--- src/rtl/seg7_scan_driver.sv ---
`default_nettype none
// ============================================================================
// Module      : seg7_scan_driver
// Description : Captures an upstream shift word and ones count on each falling
//               edge of shift_en and scans them onto a multiplexed
//               common-anode 7-segment display (hex digits + count digit).
// Revision    : 1.0 - initial release
// ============================================================================
module seg7_scan_driver #(
    parameter int WIDTH       = 8,
    parameter int REFRESH_DIV = 4,
    localparam int NUM_DIG    = WIDTH / 4 + 1
) (
    input  logic               clk,
    input  logic               rst,
    input  logic               shift_en,
    input  logic [WIDTH-1:0]   word_in,
    input  logic [3:0]         count_in,
    output logic [NUM_DIG-1:0] an,
    output logic [6:0]         seg,
    output logic               dp,
    output logic [7:0]         frames
);

    localparam int DIV_W = (REFRESH_DIV > 1) ? $clog2(REFRESH_DIV) : 1;
    localparam int IDX_W = $clog2(NUM_DIG);
    localparam logic [DIV_W-1:0] DIV_LAST = DIV_W'(REFRESH_DIV - 1);
    localparam logic [IDX_W-1:0] IDX_LAST = IDX_W'(NUM_DIG - 1);

    logic             shift_en_d;
    logic [WIDTH-1:0] word_r;
    logic [3:0]       cnt_r;
    logic             valid;
    logic [DIV_W-1:0] div_cnt;
    logic [IDX_W-1:0] dig_idx;

    logic             cap;
    logic [3:0]       nib;
    logic             is_cnt;

    function automatic logic [6:0] hex7(input logic [3:0] v);
        case (v)
            4'h0: hex7 = 7'h40;
            4'h1: hex7 = 7'h79;
            4'h2: hex7 = 7'h24;
            4'h3: hex7 = 7'h30;
            4'h4: hex7 = 7'h19;
            4'h5: hex7 = 7'h12;
            4'h6: hex7 = 7'h02;
            4'h7: hex7 = 7'h78;
            4'h8: hex7 = 7'h00;
            4'h9: hex7 = 7'h10;
            4'hA: hex7 = 7'h08;
            4'hB: hex7 = 7'h03;
            4'hC: hex7 = 7'h46;
            4'hD: hex7 = 7'h21;
            4'hE: hex7 = 7'h06;
            default: hex7 = 7'h0E;
        endcase
    endfunction

    assign cap = shift_en_d & ~shift_en;

    // Capture path: the end of a shift burst latches the upstream word/count.
    always_ff @(posedge clk) begin
        if (rst) begin
            shift_en_d <= 1'b0;
            word_r     <= '0;
            cnt_r      <= '0;
            valid      <= 1'b0;
            frames     <= 8'd0;
        end else begin
            shift_en_d <= shift_en;
            if (cap) begin
                word_r <= word_in;
                cnt_r  <= count_in;
                valid  <= 1'b1;
                frames <= frames + 8'd1;
            end
        end
    end

    // Free-running digit scan, independent of captures.
    always_ff @(posedge clk) begin
        if (rst) begin
            div_cnt <= '0;
            dig_idx <= '0;
        end else if (div_cnt == DIV_LAST) begin
            div_cnt <= '0;
            dig_idx <= (dig_idx == IDX_LAST) ? '0 : dig_idx + IDX_W'(1);
        end else begin
            div_cnt <= div_cnt + DIV_W'(1);
        end
    end

    always_comb begin
        nib    = cnt_r;
        is_cnt = 1'b1;
        for (int k = 0; k < NUM_DIG - 1; k++) begin
            if (dig_idx == IDX_W'(k)) begin
                nib    = word_r[4*k +: 4];
                is_cnt = 1'b0;
            end
        end
    end

    always_ff @(posedge clk) begin
        if (rst || !valid) begin
            an  <= '1;
            seg <= 7'h7F;
            dp  <= 1'b1;
        end else begin
            an  <= ~(NUM_DIG'(1) << dig_idx);
            seg <= hex7(nib);
            dp  <= ~is_cnt;
        end
    end

endmodule
`default_nettype wire
--- config.mk ---
export PLATFORM = sky130hd
export DESIGN_NAME = seg7_scan_driver
export DESIGN_NICKNAME = d
export VERILOG_FILES = /design/src/rtl/seg7_scan_driver.sv
export SDC_FILE = /design/constraint.sdc
export NUM_CORES = 1
export LEC_CHECK = 0
export CAP_MARGIN = 20
export CELL_PAD_IN_SITES_DETAIL_PLACEMENT = 1
export CELL_PAD_IN_SITES_GLOBAL_PLACEMENT = 1
export CORE_ASPECT_RATIO = 0.5
export CORE_MARGIN = 2
export CORE_UTILIZATION = 35
export CTS_BUF_LIST = sky130_fd_sc_hd__clkbuf_4
export CTS_CLUSTER_SIZE = 40
export DETAILED_ROUTE_END_ITERATION = 16
export PLACE_DENSITY_LB_ADDON = 0.1
export SLEW_MARGIN = 0
export SYNTH_ARGS = -nofsm -noshare
export SYNTH_HDL_FRONTEND = slang
export SYNTH_SLANG_ARGS = --single-unit
--- constraint.sdc ---
create_clock -name clk -period 1.97 [get_ports clk]
set_clock_uncertainty 0.15 [all_clocks]
set_input_delay 0.4925 -clock clk [delete_from_list [all_inputs] [get_ports clk]]
set_output_delay 0.4925 -clock clk [all_outputs]
set_load 0.02 [all_outputs]
# == Yosys cells after proc, flatten, opt, wreduce, memory -nomap -nowiden ==
# Memories as Yosys holds them, arrays and structs flattened. A register that Yosys moved wholly into a read port is not among the register bits.
# Index checks and enable logic that the tools add are counted.
# word_totals
inputBits,15
romBits,112
wordCells,30
out_inout_bits,19
register_bits,30
memories,1
# memory_table
memory,depth,width,rd,rd_clocked_by_memory_dff,write_ports,line_no,rtl
(name not given),16,7,1,1,0,42,case (v)
# classes
n_reduce_logical,4
n_addsub,3
bitwise_logic,4
n_mux,5
eq_ne,3
shifts,1
# op_table
cell,n
8-bit by 1-bit adder with 8-bit output (second input constant),1
4-bit 2-to-1 mux,2
2-bit by 1-bit adder with 2-bit output (second input constant),2
2-bit == test (second input constant),2
3-bit NOT,1
1-bit by 2-bit left shift with 3-bit output (first input constant),1
2-bit by 1-bit == test with 1-bit output (second input constant),1
2-bit zero test,1
1-bit 2-to-1 mux,2
2-bit 2-to-1 mux,1
1-bit NOT,2
2-bit OR reduction,1
1-bit AND,1
1-bit zero test,1
1-bit logical OR,1

# == Logic depth before layout (Yosys ltp) ==
# logic_depth
depth_word,4
ltp_mapped,8
depth_no_buf,7

# == Worst setup path before layout ==
# OpenSTA, ideal clock, no wires.
# synth_path
path_kind,reg2reg
start,register dig_idx[1]
end,register seg[0]
t_arrival_ns,1.708
period_less_slack_ns,1.984
required_ns,1.693
path_stages_with_launch,8
path_slack_ns,-0.014
path_buffers,1
setup_time_ns,0.127
cell_sequence,dfxtp_1 > clkbuf_1 > o21a_1 > inv_2 > ha_1 > or3_1 > o221ai_1 > nand2_1
# synth_via
elab_chain_cells,3
word_cells_on_any_way,4
classes_between,eq/ne: 1; mux: 2; reduce/logical: 1
# synth_lines
element,line_no,rtl
from (decl),35,logic [IDX_W-1:0] dig_idx;
from (signal assigned),90,dig_idx <= (dig_idx == IDX_LAST) ? '0 : dig_idx + IDX_W'(1);
2-bit zero test,100,if (dig_idx == IDX_W'(k)) begin
4-bit 2-to-1 mux,100,
4-bit 2-to-1 mux (*),100,
to (decl),20,"output logic [6:0] seg,"
# Mark *: on every way between the ends. The rest lies on a longest branch, timed or not.
# A chain may end at the register's enable or synchronous reset.

# == Final worst setup path ==
# layout_path
start,register seg[4]
end,output port seg[4]
# No word-level cell between the ends.

==> summary.txt <==
Die
  – Die Footprint: 0.00503 sq mm
  – Overall die height: 51.2 microns
  – Core region area: 0.00434 sq mm
  – Row count: 17
  – Die Wd: 98.3 microns
  – Top Ports: 34
  – Initial Utilization: 0.359

Timing
  – RSZ-0062 raised after global routing: no
  – Worst slew margin: 0.734
  – Slew @ Worst Pin: 0.398 ns
  – Setup violators final: 0
  – Final worst-path cycle share: 0.962
  – Min cycle time layout: 1.90 ns
  – Setup_tns: 0 ns
  – Fin. Hold Viols: 0
  – Fmax: 528 MHz
  – Max Slew Vio Count: 0

Clock network
  – Max Root-Sink Buffers: 2
  – H-tree depth: 2
  – CTS clk-pin slew, worst paths: 0.11 ns
  – Clock Latency Late Sink: 0.34 ns
  – CTS tree: done
  – CTS buffer count: 5
  – Root buffer cell: clkbuf_4
  – CTS Sinks: 37

Worst setup path
  – Crit path max-delay family: buffers and inverters
  – Critical path endpoint category: output port
  – Crit path buf inv count: 1
  – Startpoint types: flip-flop
  – Crit path largest cell delay: 0.59 ns
  – Critical-path maximum fanout: 1
  – CP arrival: 1.25 ns
  – Worst R2R Setup Slack: 0.12 ns
  – CP max stage cell: clkdlybuf4s50_1
  – CP cell instances: clkdlybuf4s50_1
  – Data required time of the worst path: 1.33 ns
  – Critical path class: reg -> out

Drt
  – Starting DRT DRC Count: 24
  – Via count: 1,336
  – Routed WL per cell: 12.7 microns
  – Post-DR vias/cell: 4.74
  – 1st-pass router iterations: 3
  – Final WL: 3590 microns
  – Number of remaining DRC errors: 0
  – Post-route ant nets: 0

Finish
  – Final Cell Area: 0.00216 sq mm
  – Diode count: 0
  – Final #Nets: 247
  – Synth-to-layout area growth: 38.7%
  – End-of-flow core utilization: 0.497
  – Ratio of cells with drive above 1 in the final layout: 0.151

Hold path
  – Hold Crit Class: reg -> reg

Placement
  – HPWL after DPL: 2620 microns
  – Final GP Congestion: 0.771
  – Port bufs: 33
  – DP Area: 0.00205 sq mm

Synthesis
  – Ys flop type: dfxtp_1
  – Sequential element share of the synthesized area: 0.476
  – Post-synth EDFFs: 0
  – FF+latch count, synth: 37
  – Syn avg cell area: 8.95 sq um
  – Number of synthesis warnings: 0
  – Unique cell type count in the Yosys netlist: 37
  – Post-synthesis cell count: 174
  – Post-Syn Area: 0.00156 sq mm
  – Ys async rst share: 0
  – Mapped Nets: 197

GRT
  – First-pass GRT wire length: 6250 microns
  – Vias in the first global route: 1,310
  – GRT Residual Overflow: 0
  – Largest net degree at the start of global routing: 27
  – Initial antenna violation count: 0
  – Tot GR Track Use: 0.160

Power and ir drop
  – Final Power: 1.60 mW
  – Power density cells: 742 mW/mm^2
  – Leakage: 0.866 nW
  – VDD IR max: 269 uV

Status
  – Status: completed

Run
  – Maxcap violations: 0
## repair_timing
| action | 4_1_cts | 5_1_grt |
|---|---|---|
| setup endpoints to repair | 14 | 6 |
| pin swaps | 0 | 0 |
| resized for setup | 9 | 4 |
| hold buffers | 0 | 0 |
| setup buffers | 0 | 0 |
| gates cloned | 0 | 0 |
## where the power goes
part / internal [mW] / switching [mW]
logic: 0.0847 / 0.0723
clock network: 0.393 / 0.264
registers: 0.772 / 0.0157
total: 1.25 / 0.352
## per-layer routing
metal	track usage	up-vias	routed length, microns
met4	0.0548	0	32
met3	0.0520	4	150
met2	0.252	23	1610
met1	0.209	619	1800
met5	0	-	0
li1	-	690	-
## worst paths after layout
check,start,cells past startpoint,endpoint
setup / recovery,seg[4],1,seg[4]
hold / removal,div_cnt[0],1,div_cnt[0]
setup reg to reg,dig_idx[0],7,seg[0]
hold reg to reg,div_cnt[0],1,div_cnt[0]
## worst register-to-register path: cells and delay by family (launching register included)
family,cells,cell delay [ns]
flip-flops,1,0.44
AND/OR/NAND/NOR,2,0.44
AO/OA/AOI/OAI,2,0.25
multiplexers,1,0.24
adder cells (fa/ha/maj),1,0.19
buffers and inverters,1,0.04
## layout by cell type (no fill, tap or decap), types with 3 or more instances in the layout
cell type / instances
nand2_1: 37
dfxtp_1: 36
clkdlybuf4s50_1: 22
buf_4: 19
a21oi_1: 18
nor2_1: 13
ha_1: 8
dlygate4sd2_1: 8
o21ai_1: 5
clkbuf_4: 5
mux2i_1: 4
or3_1: 4
xor2_1: 4
nor2b_1: 3
nand4_1: 3
dlymetal6s2s_1: 3
## final cells by class
type / instances / area [sq um]
Sequential cell: 37 / 744
Clock buffer: 5 / 37.5
Fill cell: 534 / 2180
Tap cell: 57 / 71.3
Clock inverter: 3 / 65.1
Timing Repair Buffer: 52 / 470
Inverter: 3 / 11.3
Multi-Input combinational cell: 125 / 758
## per-stage QoR
step	cells	hold WS [ns]	worst slack [ns]
2_1_floorplan	174	0.254	0.0911
3_3_place_gp	274	0.262	-0.0499
3_5_place_dp	274	0.279	-0.115
4_1_cts	282	0.310	0.0370
5_1_grt	282	0.314	0.00525
6_report	282	0.300	0.0746
## registers in the layout, indices dropped and copies added (netlist names)
name / flops
an: 3
dp: 1
cnt_r: 4
shift_en_d: 1
div_cnt: 2
seg: 7
frames: 8
dig_idx: 2
word_r: 8
valid: 1
## kinds of logic after synthesis
logic type | Yosys count | synth area share
flops | 37 | 0.476
fa+ha+maj | 8 | 0.0643
simple gates | 69 | 0.195
xor+xnor | 6 | 0.0338
compound gates | 34 | 0.133
buf+inv | 12 | 0.0370
mux | 8 | 0.0611
## synth_stat cells (3+ instances only)
| library cell | n | area, sq um |
|---|---|---|
| a21oi_1 | 18 | 90.1 |
| nor2_1 | 13 | 48.8 |
| or3_1 | 4 | 25.0 |
| xor2_1 | 4 | 35.0 |
| nand4_1 | 3 | 18.8 |
| mux2i_1 | 4 | 40.0 |
| ha_1 | 8 | 100 |
| nor2b_1 | 3 | 18.8 |
| clkbuf_1 | 5 | 18.8 |
| dfxtp_1 | 37 | 741 |
| nand2_1 | 37 | 139 |
| o21ai_1 | 5 | 25.0 |
Note: power is estimated with default switching activity, not from simulation.
